**src/rtl/accum_seq_16.sv**
```systemverilog
// rtl/accum_seq_16.sv - multi-operand accumulator built around a 16-bit carry-lookahead adder
// Streams operands through one adder and reports the final sum plus a saturating carry count.

module CLA_16_bit_ripple (
  input  logic [15:0] a,
  input  logic [15:0] b,
  input  logic        cin,
  output logic [15:0] sum,
  output logic        cout
);

  logic [15:0] g;
  logic [15:0] p;
  logic [16:0] c;

  // Carries inside one nibble from its generate/propagate bits and carry-in
  function automatic logic [3:0] cla4(input logic [3:0] gi, input logic [3:0] pi, input logic ci);
    logic [3:0] co;
    co[0] = gi[0] | (pi[0] & ci);
    co[1] = gi[1] | (pi[1] & gi[0]) | (pi[1] & pi[0] & ci);
    co[2] = gi[2] | (pi[2] & gi[1]) | (pi[2] & pi[1] & gi[0]) | (pi[2] & pi[1] & pi[0] & ci);
    co[3] = gi[3] | (pi[3] & gi[2]) | (pi[3] & pi[2] & gi[1]) | (pi[3] & pi[2] & pi[1] & gi[0])
          | (pi[3] & pi[2] & pi[1] & pi[0] & ci);
    return co;
  endfunction

  assign g = a & b;
  assign p = a ^ b;

  // Lookahead within each nibble, nibble carries ripple into the next
  always_comb begin
    c = '0;
    c[0] = cin;
    for (int i = 0; i < 4; i++) begin
      c[4*i+1 +: 4] = cla4(g[4*i +: 4], p[4*i +: 4], c[4*i]);
    end
  end

  assign sum  = p ^ c[15:0];
  assign cout = c[16];

endmodule

module accum_seq_16 #(
  parameter int CNT_W = 8
) (
  input  logic             clk,
  input  logic             rst,
  input  logic             start,
  input  logic [CNT_W-1:0] len,
  input  logic             in_valid,
  output logic             in_ready,
  input  logic [15:0]      in_data,
  output logic             out_valid,
  input  logic             out_ready,
  output logic [15:0]      out_sum,
  output logic [CNT_W-1:0] out_carry_cnt,
  output logic             busy
);

  typedef enum logic [1:0] {
    IDLE  = 2'd0,
    ACCUM = 2'd1,
    DONE  = 2'd2
  } state_t;

  state_t           state;
  state_t           state_nxt;
  logic [15:0]      acc;
  logic [CNT_W-1:0] carry_cnt;
  logic [CNT_W-1:0] remaining;
  logic [15:0]      add_sum;
  logic             add_cout;
  logic             accept;

  CLA_16_bit_ripple u_add (
    .a    (acc),
    .b    (in_data),
    .cin  (1'b0),
    .sum  (add_sum),
    .cout (add_cout)
  );

  assign accept = (state == ACCUM) && in_valid;

  always_ff @(posedge clk or posedge rst) begin
    if (rst) begin
      state <= IDLE;
    end else begin
      state <= state_nxt;
    end
  end

  always_comb begin
    state_nxt = state;
    in_ready  = 1'b0;
    out_valid = 1'b0;
    busy      = 1'b1;
    case (state)
      IDLE: begin
        busy = 1'b0;
        if (start) begin
          state_nxt = (len == '0) ? DONE : ACCUM;
        end
      end
      ACCUM: begin
        in_ready = 1'b1;
        if (accept && (remaining == CNT_W'(1))) begin
          state_nxt = DONE;
        end
      end
      DONE: begin
        out_valid = 1'b1;
        if (out_ready) begin
          state_nxt = IDLE;
        end
      end
      default: begin
        state_nxt = IDLE;
      end
    endcase
  end

  // Result registers persist through IDLE until the next start clears them
  always_ff @(posedge clk or posedge rst) begin
    if (rst) begin
      acc       <= '0;
      carry_cnt <= '0;
      remaining <= '0;
    end else if ((state == IDLE) && start) begin
      acc       <= '0;
      carry_cnt <= '0;
      remaining <= len;
    end else if (accept) begin
      acc       <= add_sum;
      remaining <= remaining - CNT_W'(1);
      if (add_cout && (carry_cnt != {CNT_W{1'b1}})) begin
        carry_cnt <= carry_cnt + CNT_W'(1);
      end
    end
  end

  assign out_sum       = acc;
  assign out_carry_cnt = carry_cnt;

endmodule
```
**config.mk**
```make
export PLATFORM = sky130hd
export DESIGN_NAME = accum_seq_16
export DESIGN_NICKNAME = d
export VERILOG_FILES = /design/src/rtl/accum_seq_16.sv
export SDC_FILE = /design/constraint.sdc
export NUM_CORES = 1
export LEC_CHECK = 0
export ABC_AREA = 1
export BUFFER_PORTS_ARGS = -buffer_cell sky130_fd_sc_hd__buf_2
export CAP_MARGIN = 10
export CORE_ASPECT_RATIO = 0.9
export CORE_MARGIN = 2
export CORE_UTILIZATION = 49
export CTS_CLUSTER_DIAMETER = 30
export CTS_CLUSTER_SIZE = 30
export DETAILED_ROUTE_END_ITERATION = 8
export MAX_ROUTING_LAYER = met4
export PLACE_DENSITY_LB_ADDON = 0.12
export SYNTH_ARGS = -nofsm -noshare
export SYNTH_HDL_FRONTEND = slang
export SYNTH_SLANG_ARGS = --single-unit
```
**constraint.sdc**
```tcl
create_clock -name clk -period 2.12 [get_ports clk]
set_clock_uncertainty 0.2 [all_clocks]
set_input_delay 0.106 -clock clk [delete_from_list [all_inputs] [get_ports clk]]
set_output_delay 0.106 -clock clk [all_outputs]
set_load 0.02 [all_outputs]
```
# ---- Yosys cells after proc, flatten, opt, wreduce, memory -nomap -nowiden
# Cells that the tools add are included.
dict set report totals {
  n_memories 0
  romBits 0
  ram_bits 0
  regBits 34
  latch_bits 0
  out_inout_bits 27
}
dict set report classes {
  bitwise 96
  order_cmp 0
  div 0
  n_shift 0
  n_reduce_logical 10
  n_eq_ne 7
  mul 0
  muxes 15
  n_addsub 2
}
# operator count
set ops {}
lappend ops {{1-bit AND} 57}
lappend ops {{8-bit two-way mux} 5}
lappend ops {{1-bit bitwise OR} 36}
lappend ops {{16-bit two-way mux} 2}
lappend ops {{16-bit XOR} 2}
lappend ops {{16-bit AND} 1}
lappend ops {{8-bit by 1-bit adder with 8-bit output (second input constant)} 1}
lappend ops {{8-bit by 1-bit == test with 1-bit output (second input constant)} 1}
lappend ops {{8-bit logical NOT} 1}
lappend ops {{2-bit two-way mux} 4}
lappend ops {{8-bit inequality test (second input constant)} 1}
lappend ops {{8-bit by 1-bit subtractor with 8-bit output (second input constant)} 1}
lappend ops {{2-bit one-hot mux with 3 select lines} 1}
lappend ops {{1-bit logical AND} 4}
lappend ops {{2-bit inequality test (second input constant)} 2}
lappend ops {{2-bit nonzero test} 2}
lappend ops {{1-bit two-way mux} 3}
lappend ops {{3-bit AND reduction} 1}
lappend ops {{2-bit by 1-bit == test with 1-bit output (second input constant)} 1}
lappend ops {{2-bit == test (second input constant)} 1}
lappend ops {{2-bit logical NOT} 1}
lappend ops {{2-bit by 1-bit inequality test with 1-bit output (second input constant)} 1}
lappend ops {{2-bit AND reduction} 1}

# ---- Depth between registers and ports, before layout
# Gate-level depths: netlist of the first run.
dict set report logic_depth {
  word_depth 15
  mapped_depth 16
  depth_no_buf 15
}

# ---- Hierarchy
# A second synthesis of the first run with hierarchy kept.
dict set report unflattened {
  cells_unflattened 303
  hier_area_um2 2499.9
}
# module area_per_inst_um2 instances cells_each seq_area_each_um2
set modules_own_cells {}
lappend modules_own_cells {accum_seq_16 1754.2 1 200 850.8}
lappend modules_own_cells {CLA_16_bit_ripple 745.7 1 103 0.0}

# ---- Least setup slack after synthesis of the first run
# OpenSTA, ideal clock, no wires.
dict set report synth_timing {
  path_kind {register to register}
  start {register acc[3], in the netlist out_sum[3]}
  end {register acc[12], in the netlist out_sum[12]}
  path_buffers 0
  slack_ps -216
  path_stages_with_launch 11
  arrival_ps 2015
  path_cell_list {dfrtp_1 -> ha_1 -> or2_0 -> nand2_1 -> nand2_2 -> nand2_2 -> nand2_4 -> nand2_4 -> nand2_4 -> fa_1 -> a22o_1}
}
dict set report synth_between {
  elab_chain_len 12
  word_cells_on_any_way 17
  cone_classes {mux (2); bitwise (15)}
}
# element line_no
set synth_lines {}
lappend synth_lines {{from (decl)} 69} ;# logic [15:0] acc;
lappend synth_lines {{from (signal assigned)} 135} ;# acc <= add_sum;
lappend synth_lines {{16-bit XOR} 28} ;# assign p = a ^ b;
lappend synth_lines {{1-bit AND} 22} ;# co[3] = gi[3] | (pi[3] & gi[2]) | (pi[3] & pi[2] & gi[1]) | (pi[3] & pi[2] & pi[1] & gi[0])
lappend synth_lines {{1-bit bitwise OR / 1-bit AND (equally long branches) (2 in a row)} 22}
lappend synth_lines {{1-bit bitwise OR *} 22}
lappend synth_lines {{1-bit AND *} 23} ;# | (pi[3] & pi[2] & pi[1] & pi[0] & ci);
lappend synth_lines {{1-bit bitwise OR *} 23}
lappend synth_lines {{1-bit AND *} 23}
lappend synth_lines {{1-bit bitwise OR *} 23}
lappend synth_lines {{16-bit XOR *} 39} ;# assign sum = p ^ c[15:0];
lappend synth_lines {{16-bit two-way mux *} 134} ;# end else if (accept) begin
lappend synth_lines {{16-bit two-way mux *} 130} ;# end else if ((state == IDLE) && start) begin
# Every way passes the cells marked *; elsewhere a longest branch is shown, timed or not. The select of a mux whose other input is x is not followed.
# A chain may end at the register's enable or synchronous reset.

# ---- Final worst setup path of the first run
# Ends and elaborated chain as after synthesis.

==> results.rst, run 1 <==
.. list-table::
   :header-rows: 1

   * - Metric
     - Value
   * - Outcome
     - finished with violations
   * - Violations in the final reports
     - setup timing
   * - Critical Path Sink Type
     - flop
   * - Power consumption
     - 4.10 mW
   * - Wire per inst
     - 12.6 um
   * - Number of design-rule violations left by the first detailed-router iteration
     - 140
   * - DR DRC count
     - 0
   * - Type of the most critical hold path
     - input pin to flop
   * - Post-synth ARST share
     - 100%
   * - Critical Path RT
     - 2.10 ns
   * - Synthesis warning total
     - 0
   * - Post-route antenna net violation count
     - 0
   * - Total global routing overflow
     - 0
   * - Area of the mapped netlist
     - 0.00245 mm2
   * - Clock H-tree levels
     - 2
   * - Via count of the first global-routing pass
     - 2243
   * - GPL Wtd Cong
     - roughly 0.81
   * - Leakage power of the design
     - 1.74 nW
   * - Final WL
     - 5.92 mm
   * - Post-Synthesis Mean Instance Area
     - slightly below 8 um2
   * - Cell-by-cell trace of the critical path
     - ha_4, or2_0, nand2_1, nand2_2, nand2_2, nand2_4, nand2_4, nand2_4, fa_2, a22o_1
   * - Slowest stage delay, CP
     - 0.43 ns
   * - Pin count of the biggest net entering global routing
     - 35
   * - Sequential cell area fraction in the yosys report
     - about a third
   * - Total CTS buffers
     - 5
   * - Worst skew pair latency
     - 0.29 ns
   * - HPWL Detailed
     - 4.17 mm
   * - Total of buffers placed on input and output ports
     - 55
   * - Critical-path top delay cell
     - sky130_fd_sc_hd__dfrtp_2
   * - Hold_ws
     - 0.0365 ns
   * - Endpoints failing hold
     - 0
   * - Primary FF master, synth
     - sky130_fd_sc_hd__dfrtp_1
   * - Startpoint Class
     - flop
   * - Flop and latch count out of synthesis
     - 34
   * - Layout overhead on the synthesized area
     - 37.0%
   * - Area of the core
     - 0.00483 mm2
   * - CTS tree
     - built
   * - # Max-Cap Violations
     - 0
   * - Final setup fails
     - 3
   * - Final Cell Area
     - around 0.0034 mm2
   * - Placement Cell Area
     - roughly 0.0030 mm2
   * - Worst-path clk slew
     - 0.07 ns
   * - Number of clock sinks seen by CTS
     - 34
   * - Power Density
     - 1220 mW/mm2
   * - Multi-input logic area
     - 0.00155 mm2
   * - Average vias per placed instance
     - roughly 5.0
   * - Global-route total usage across every layer
     - 22.9%
   * - Final-report max-slew violation count
     - 0
   * - Number of antenna violations at the first check in global routing
     - 0
   * - PnR worst setup slack
     - -0.0502 ns
   * - Total area of sequential cells
     - 856 um2
   * - Share of layout cells above drive strength 1
     - 32.6%
   * - Antenna fix cells
     - 0
   * - Unique cell type count in the Yosys netlist
     - 37
   * - IO Count
     - 56
   * - Total die area
     - 0.00558 mm2
   * - Post-synth net total
     - 360
   * - Initial Utilization
     - between 50 and 60%
   * - Max transition margin
     - 66.1%
   * - Number of instances in the synthesized netlist
     - 308
   * - Global-route wire length before repair
     - 9.75 mm
   * - Via count
     - 2366
   * - Nets
     - roughly 460
   * - Setup repair after global routing missed its margin
     - true
   * - Period utilization
     - 102%
   * - Slew of the pin with the lowest slew margin
     - 0.509 ns
   * - Filler instances
     - 431
   * - Fmax
     - 461 MHz
   * - Final worst path period need
     - 2.17 ns
   * - Largest driver fanout on the critical path
     - 3
   * - Critical path arrival
     - approximately 2.2 ns
   * - Height of the chip
     - around 71 um
   * - Num rows
     - 24
   * - Startpoint-to-endpoint class of the critical path
     - flop to flop
   * - Top cell by count, worst path
     - sky130_fd_sc_hd__nand2_4
   * - Maximum clock path buffer count
     - 2
   * - Die extent in x
     - 78.5 um
   * - Router iterations before antenna repair
     - 4
   * - Clock root buffer
     - sky130_fd_sc_hd__clkbuf_8
   * - Maximum vdd drop
     - 0.677 mV
   * - Number of enable-type register cells in the synthesized netlist
     - 0
## kinds of logic after synthesis
logic type,share of synthesized area (%)
AOI/OAI and AO/OA,11.2
and+or+nand+nor,29.0
buffers and inverters,8.49
xor gates and xnor gates,3.58
adders and majority gates,13.0
DFF,34.8
## report_power, final
part	internal (mW)	switching, mW
combinational	1.09	1.42
sequential	0.881	0.194
clock	0.262	0.249
total	2.23	1.87
## Yosys cell counts, types with 3 or more instances
cell                        n  area [um2]
sky130_fd_sc_hd__o21ai_0   10        50.1
sky130_fd_sc_hd__xnor2_1    6        52.6
sky130_fd_sc_hd__nand4_1    9        56.3
sky130_fd_sc_hd__nor3_1     4        20.0
sky130_fd_sc_hd__nand2_1   79         297
sky130_fd_sc_hd__nand3b_1   3        22.5
sky130_fd_sc_hd__xor2_1     4        35.0
sky130_fd_sc_hd__a22o_1     4        35.0
sky130_fd_sc_hd__nand2_4    5        56.3
sky130_fd_sc_hd__fa_1       4        80.1
sky130_fd_sc_hd__nand3_2    3        30.0
sky130_fd_sc_hd__dfrtp_1   34         851
sky130_fd_sc_hd__ha_1      19         238
sky130_fd_sc_hd__clkbuf_1   3        11.3
sky130_fd_sc_hd__nor2_4     3        33.8
sky130_fd_sc_hd__inv_2      4        15.0
sky130_fd_sc_hd__nand3_1   14        70.1
sky130_fd_sc_hd__o211ai_1   6        45.0
sky130_fd_sc_hd__nor2_1    28         105
sky130_fd_sc_hd__a21oi_1    7        35.0
sky130_fd_sc_hd__inv_1     39         146
## what timing repair did
item | 4_1_cts | 5_1_grt
endpoints found under the setup margin | 9 | 18
gates cloned | 0 | 1
resized for setup | 4 | 18
pin swaps | 1 | 3
endpoints found under the hold margin | 45 | 0
buffers inserted | 2 | 1
hold buffers | 14 | 0
## worst max-delay path: cells and delay by family (launching register included)
| family | cells | cell delay, ns |
|---|---|---|
| DFF | 1 | 0.43 |
| AOI/OAI and AO/OA | 1 | 0.21 |
| adders and majority gates | 2 | 0.63 |
| and+or+nand+nor | 7 | 0.59 |
## flip-flops by register name, summed over array words and instances (netlist names)
register       count
state              2
out_sum           16
remaining          8
out_carry_cnt      8
## per-layer routing
layer,share of wire [%],vias up,track usage (%)
met3,4.7,9,4.85
met2,48,57,36.6
met4,1.4,0,6.63
met5,0,-,-
met1,46,1098,29.7
li1,-,1202,-
## placed cells by master (no fill, tap or decap), types with 2 or more instances in the layout
| cell | Yosys | routed |
|---|---|---|
| sky130_fd_sc_hd__nand4_1 | 9 | 9 |
| sky130_fd_sc_hd__nand2_8 | 0 | 3 |
| sky130_fd_sc_hd__inv_1 | 39 | 38 |
| sky130_fd_sc_hd__nor3_1 | 4 | 3 |
| sky130_fd_sc_hd__ha_1 | 19 | 13 |
| sky130_fd_sc_hd__ha_4 | 0 | 6 |
| sky130_fd_sc_hd__nand3_2 | 3 | 5 |
| sky130_fd_sc_hd__buf_4 | 0 | 26 |
| sky130_fd_sc_hd__fa_2 | 0 | 2 |
| sky130_fd_sc_hd__nor2_2 | 0 | 5 |
| sky130_fd_sc_hd__o211ai_1 | 6 | 6 |
| sky130_fd_sc_hd__o21ai_1 | 1 | 4 |
| sky130_fd_sc_hd__nand2_4 | 5 | 4 |
| sky130_fd_sc_hd__nand3b_1 | 3 | 3 |
| sky130_fd_sc_hd__nand2_2 | 2 | 4 |
| sky130_fd_sc_hd__buf_2 | 1 | 55 |
| sky130_fd_sc_hd__o22ai_1 | 2 | 2 |
| sky130_fd_sc_hd__o221ai_1 | 2 | 2 |
| sky130_fd_sc_hd__o21ai_0 | 10 | 7 |
| sky130_fd_sc_hd__fa_1 | 4 | 2 |
| sky130_fd_sc_hd__dlygate4sd3_1 | 0 | 14 |
| sky130_fd_sc_hd__dfrtp_2 | 0 | 4 |
| sky130_fd_sc_hd__a22o_1 | 4 | 4 |
| sky130_fd_sc_hd__a21oi_1 | 7 | 7 |
| sky130_fd_sc_hd__nand2_1 | 79 | 76 |
| sky130_fd_sc_hd__clkbuf_8 | 0 | 6 |
| sky130_fd_sc_hd__inv_2 | 4 | 5 |
| sky130_fd_sc_hd__dfrtp_1 | 34 | 30 |
| sky130_fd_sc_hd__xnor2_1 | 6 | 6 |
| sky130_fd_sc_hd__nor2_1 | 28 | 23 |
| sky130_fd_sc_hd__nand3_1 | 14 | 12 |
| sky130_fd_sc_hd__xor2_1 | 4 | 4 |
| sky130_fd_sc_hd__nor2_4 | 3 | 3 |
## final cells by class
class,instances,share of cell area (%)
Clock buffer,7,2.57
Clock inverter,1,0.149
Inverter,43,4.81
Multi-Input combinational cell,225,46.3
Sequential cell,34,25.5
Tap cell,65,2.43
Timing Repair Buffer,95,18.2
## final timing paths
check	endpoint	depth (start not counted)	slack (ns)	startpoint
max	out_sum[12]$_DFFE_PP0P_	10	-0.05	out_sum[3]$_DFFE_PP0P_
min	out_sum[11]$_DFFE_PP0P_	5	0.04	in_data[11]
max reg2reg	out_sum[12]$_DFFE_PP0P_	10	-0.05	out_sum[3]$_DFFE_PP0P_
min reg2reg	out_sum[14]$_DFFE_PP0P_	2	0.31	out_sum[14]$_DFFE_PP0P_
max in group asynchronous	out_sum[3]$_DFFE_PP0P_	4	1.11	rst
min in group asynchronous	out_sum[7]$_DFFE_PP0P_	4	0.26	rst
## through the flow
step	util, %	cells	setup slack [ns]	setup TNS [ns]
floorplan	-	308	-0.103	-0.124
finish	69.4	470	-0.0502	-0.0886
detailed placement	61.7	444	-0.0649	-0.169
global route	69.4	470	-0.119	-0.963
CTS	67.4	468	-0.0459	-0.0710
global placement	61.7	444	-0.0112	-0.0112
(Power assumes the default switching activity.)
==> inputs of run 2 (changes only) <==
BUFFER_PORTS_ARGS = default   (was -buffer_cell sky130_fd_sc_hd__buf_2)
CORE_UTILIZATION = 57   (was 49)
DONT_BUFFER_PORTS = 1   (was default)
==> run 2 against run 1 <==
  * The run ends with hold timing, setup timing left
  * First-iteration DRC count shrank 14%
  * Via count fell by 4.0%
  * Cell count is 12% lower
  * Clock power shrank 1%
  * Sequential power barely moved
  * Worst hold slack lost 0.044 ns
  * Critical path depth unchanged
==> results.rst, run 2 (synthesis results as in run 1) <==
.. list-table::
   :header-rows: 1

   * - Metric
     - Value
   * - Maximum vdd drop
     - 0.931 mV (+38%)
   * - Share of layout cells above drive strength 1
     - 22.6% (-10 points)
   * - Type of the most critical hold path
     - input pin to flop
   * - Final setup fails
     - 1 (-2)
   * - Maximum clock path buffer count
     - 2 (unchanged)
   * - Outcome
     - finished with violations
   * - Cell-by-cell trace of the critical path
     - ha_4, or2_0, nand2_1, nand2_2, nand2_2, nand2_4, nand2_4, nand2_4, fa_2, a22o_1
   * - Endpoints failing hold
     - 1 (+1)
   * - Startpoint of the worst setup timing path
     - out_sum[3]$_DFFE_PP0P_
   * - Number of design-rule violations left by the first detailed-router iteration
     - 120 (-14%)
   * - Leakage power of the design
     - 1.59 nW (-9.1%)
   * - DR DRC count
     - 0 (unchanged)
   * - Total CTS buffers
     - 5 (unchanged)
   * - Clock H-tree levels
     - 2 (unchanged)
   * - CTS tree
     - built
   * - Most common cell after layout, fill and taps aside
     - sky130_fd_sc_hd__nand2_1
   * - Initial Utilization
     - 59.7% (+9.0 points)
   * - Buffers and inverters on the worst path
     - 0 (unchanged)
   * - Clock root buffer
     - sky130_fd_sc_hd__clkbuf_8
   * - Final WL
     - 5.82 mm (-1.7%)
   * - Reg-to-reg slack, setup
     - -0.05 ns (about the same)
   * - Final Cell Area
     - 0.00321 mm2 (-4.3%)
   * - Max FFs per register
     - 16 (unchanged)
   * - Die extent in x
     - 73.1 um (-6.9%)
   * - Setup repair after global routing missed its margin
     - true
   * - Post-route antenna net violation count
     - 0 (unchanged)
   * - Via count of the first global-routing pass
     - 2218 (-1.1%)
   * - Total die area
     - 0.00483 mm2 (-13%)
   * - Final-report max-slew violation count
     - 0 (unchanged)
   * - Height of the chip
     - 66.2 um (-6.9%)
   * - Wire per inst
     - 14.0 um (+11%)
   * - Worst skew pair latency
     - 0.29 ns (about the same)
   * - HPWL Detailed
     - 3.90 mm (-6.3%)
   * - # Max-Cap Violations
     - 0 (unchanged)
   * - Startpoint-to-endpoint class of the critical path
     - flop to flop
   * - Hold_ws
     - -0.00741 ns (-0.0439 ns)
   * - Nets
     - 418 (-8.3%)
   * - Largest driver fanout on the critical path
     - 3 (unchanged)
   * - Critical path depth
     - 10 (unchanged)
   * - Number of antenna violations at the first check in global routing
     - 0 (unchanged)
   * - Final worst path period need
     - 2.17 ns (-0.00470 ns)
   * - Average vias per placed instance
     - 5.47 (+8.8%)
   * - Power Density
     - 1260 mW/mm2 (+3.4%)
   * - Worst R2R Path Depth
     - 10 (unchanged)
   * - Antenna fix cells
     - 0 (unchanged)
   * - Router iterations before antenna repair
     - 4 (unchanged)
   * - Most used cells in the layout excluding fill and tap cells
     - 78 x sky130_fd_sc_hd__nand2_1, 39 x sky130_fd_sc_hd__inv_1, 35 x sky130_fd_sc_hd__buf_4
   * - Violations in the final reports
     - hold timing, setup timing
   * - Global-route wire length before repair
     - 9.72 mm (-0.28%)
   * - Slew of the pin with the lowest slew margin
     - 0.496 ns (-0.0132 ns)
   * - Worst-path clk slew
     - 0.07 ns (about the same)
   * - IO Count
     - 56 (unchanged)
   * - Slowest stage delay, CP
     - 0.42 ns (about the same)
   * - Number of clock sinks seen by CTS
     - 34 (unchanged)
   * - Top cell by count, worst path
     - sky130_fd_sc_hd__nand2_4
   * - Reg2Reg Capture Point
     - out_sum[12]$_DFFE_PP0P_
   * - Placement Cell Area
     - 0.00276 mm2 (-7.4%)
   * - Critical-path top delay cell
     - sky130_fd_sc_hd__dfrtp_2
   * - Layout overhead on the synthesized area
     - 31.1%
   * - Global-route total usage across every layer
     - 27.1% (+4.2 points)
   * - Pre-CTS setup slack
     - -0.0609 ns (+0.00407 ns)
   * - Via count
     - 2272 (-4.0%)
   * - Fmax
     - 462 MHz (+0.22%)
   * - Num rows
     - 22 (-8.3%)
   * - Period utilization
     - 102% (-0.22 points)
   * - PnR worst setup slack
     - -0.0455 ns (+0.00470 ns)
   * - Power consumption
     - 4.05 mW (-1.1%)
   * - Total global routing overflow
     - 0 (unchanged)
   * - Total of buffers placed on input and output ports
     - 0 (-100%)
   * - Final core area utilization
     - 78.2% (+8.9 points)
   * - Critical Path RT
     - 2.10 ns (about the same)
   * - Area of the core
     - 0.00410 mm2 (-15%)
   * - Capture point of the critical path
     - out_sum[12]$_DFFE_PP0P_
   * - Startpoint Class
     - flop
   * - GPL Wtd Cong
     - 0.898 (+11%)
   * - Launch instance of the worst register-to-register path
     - out_sum[3]$_DFFE_PP0P_
   * - Critical Path Sink Type
     - flop
   * - Kind of cell adding the most delay to the critical path
     - adder cells
   * - Max transition margin
     - 66.9% (+0.88 points)
   * - Pin count of the biggest net entering global routing
     - 35 (unchanged)
   * - Critical path arrival
     - 2.15 ns (about the same)
[run 2: changes by cell type in the layout (fill, tap and decap cells not counted), moves of 2 or more]
cell	previous run	this run
sky130_fd_sc_hd__nor2_2	5	3
sky130_fd_sc_hd__nand2_2	4	2
sky130_fd_sc_hd__nand2_1	76	78
sky130_fd_sc_hd__buf_2	55	0
sky130_fd_sc_hd__dlygate4sd3_1	14	22
sky130_fd_sc_hd__buf_4	26	35
[run 2: cell type report]
type / instances / area, um2
Clock buffer: 7 / 86.3
Clock inverter: 1 / 5.00
Fill cell: 305 / 893
Inverter: 43 / 161
Multi-Input combinational cell: 225 / 1560
Sequential cell: 34 / 856
Tap cell: 48 / 60.1
Timing Repair Buffer: 57 / 483
[run 2: how the worst min path moves through the flow]
stage / start / endpoint / slack, ns / cells after the start
3_5_place_dp: rst / out_sum[15]$_DFFE_PP0P_ / -0.07 / 2
2_1_floorplan: len[1] / remaining[1]$_DFFE_PP0P_ / 0.03 / 2
6_report: in_data[7] / out_sum[7]$_DFFE_PP0P_ / -0.007 / 4
4_1_cts: in_valid / out_sum[1]$_DFFE_PP0P_ / 0.01 / 4
3_3_place_gp: rst / out_sum[15]$_DFFE_PP0P_ / -0.07 / 2
5_1_grt: in_data[7] / out_sum[7]$_DFFE_PP0P_ / 0.01 / 4
[run 2: per-stage QoR]
step / instances / hold WS [ns] / TNS (ns)
2_1_floorplan: 308 / 0.0328 / -0.124
3_3_place_gp: 382 / -0.0689 / -0.0236
3_5_place_dp: 382 / -0.0686 / -0.173
4_1_cts: 413 / 0.0118 / -0.0175
5_1_grt: 415 / 0.0138 / -0.752
6_report: 415 / -0.00741 / -0.0455
[run 2: metal layers]
layer | global-route usage (%) | wire length, um | vias to the layer above
met1 | 32.8 | 2510 | 1070
li1 | - | - | 1127
met5 | - | 0 | -
met3 | 9.15 | 419 | 8
met2 | 42.9 | 2800 | 67
met4 | 8.33 | 86 | 0
[run 2: worst reg2reg max path, cell delays in order (launching register included)]
cell	delay (ns)
sky130_fd_sc_hd__dfrtp_2	0.42
sky130_fd_sc_hd__ha_4	0.22
sky130_fd_sc_hd__or2_0	0.19
sky130_fd_sc_hd__nand2_1	0.07
sky130_fd_sc_hd__nand2_2	0.06
sky130_fd_sc_hd__nand2_2	0.08
sky130_fd_sc_hd__nand2_4	0.07
sky130_fd_sc_hd__nand2_4	0.07
sky130_fd_sc_hd__nand2_4	0.05
sky130_fd_sc_hd__fa_2	0.41
sky130_fd_sc_hd__a22o_1	0.22
[run 2: where the power goes]
group,internal (mW),switching [mW]
sequential,0.881,0.183
clock,0.262,0.242
combinational,1.06,1.43
[run 2: timing repair]
item                                    CTS  global route
endpoints found under the setup margin    7            16
hold buffers                             22             0
hold endpoints to repair                 53             0
pin swaps                                 4             6
resized for setup                         2            18
gates cloned                              0             1
setup buffers                             1             1
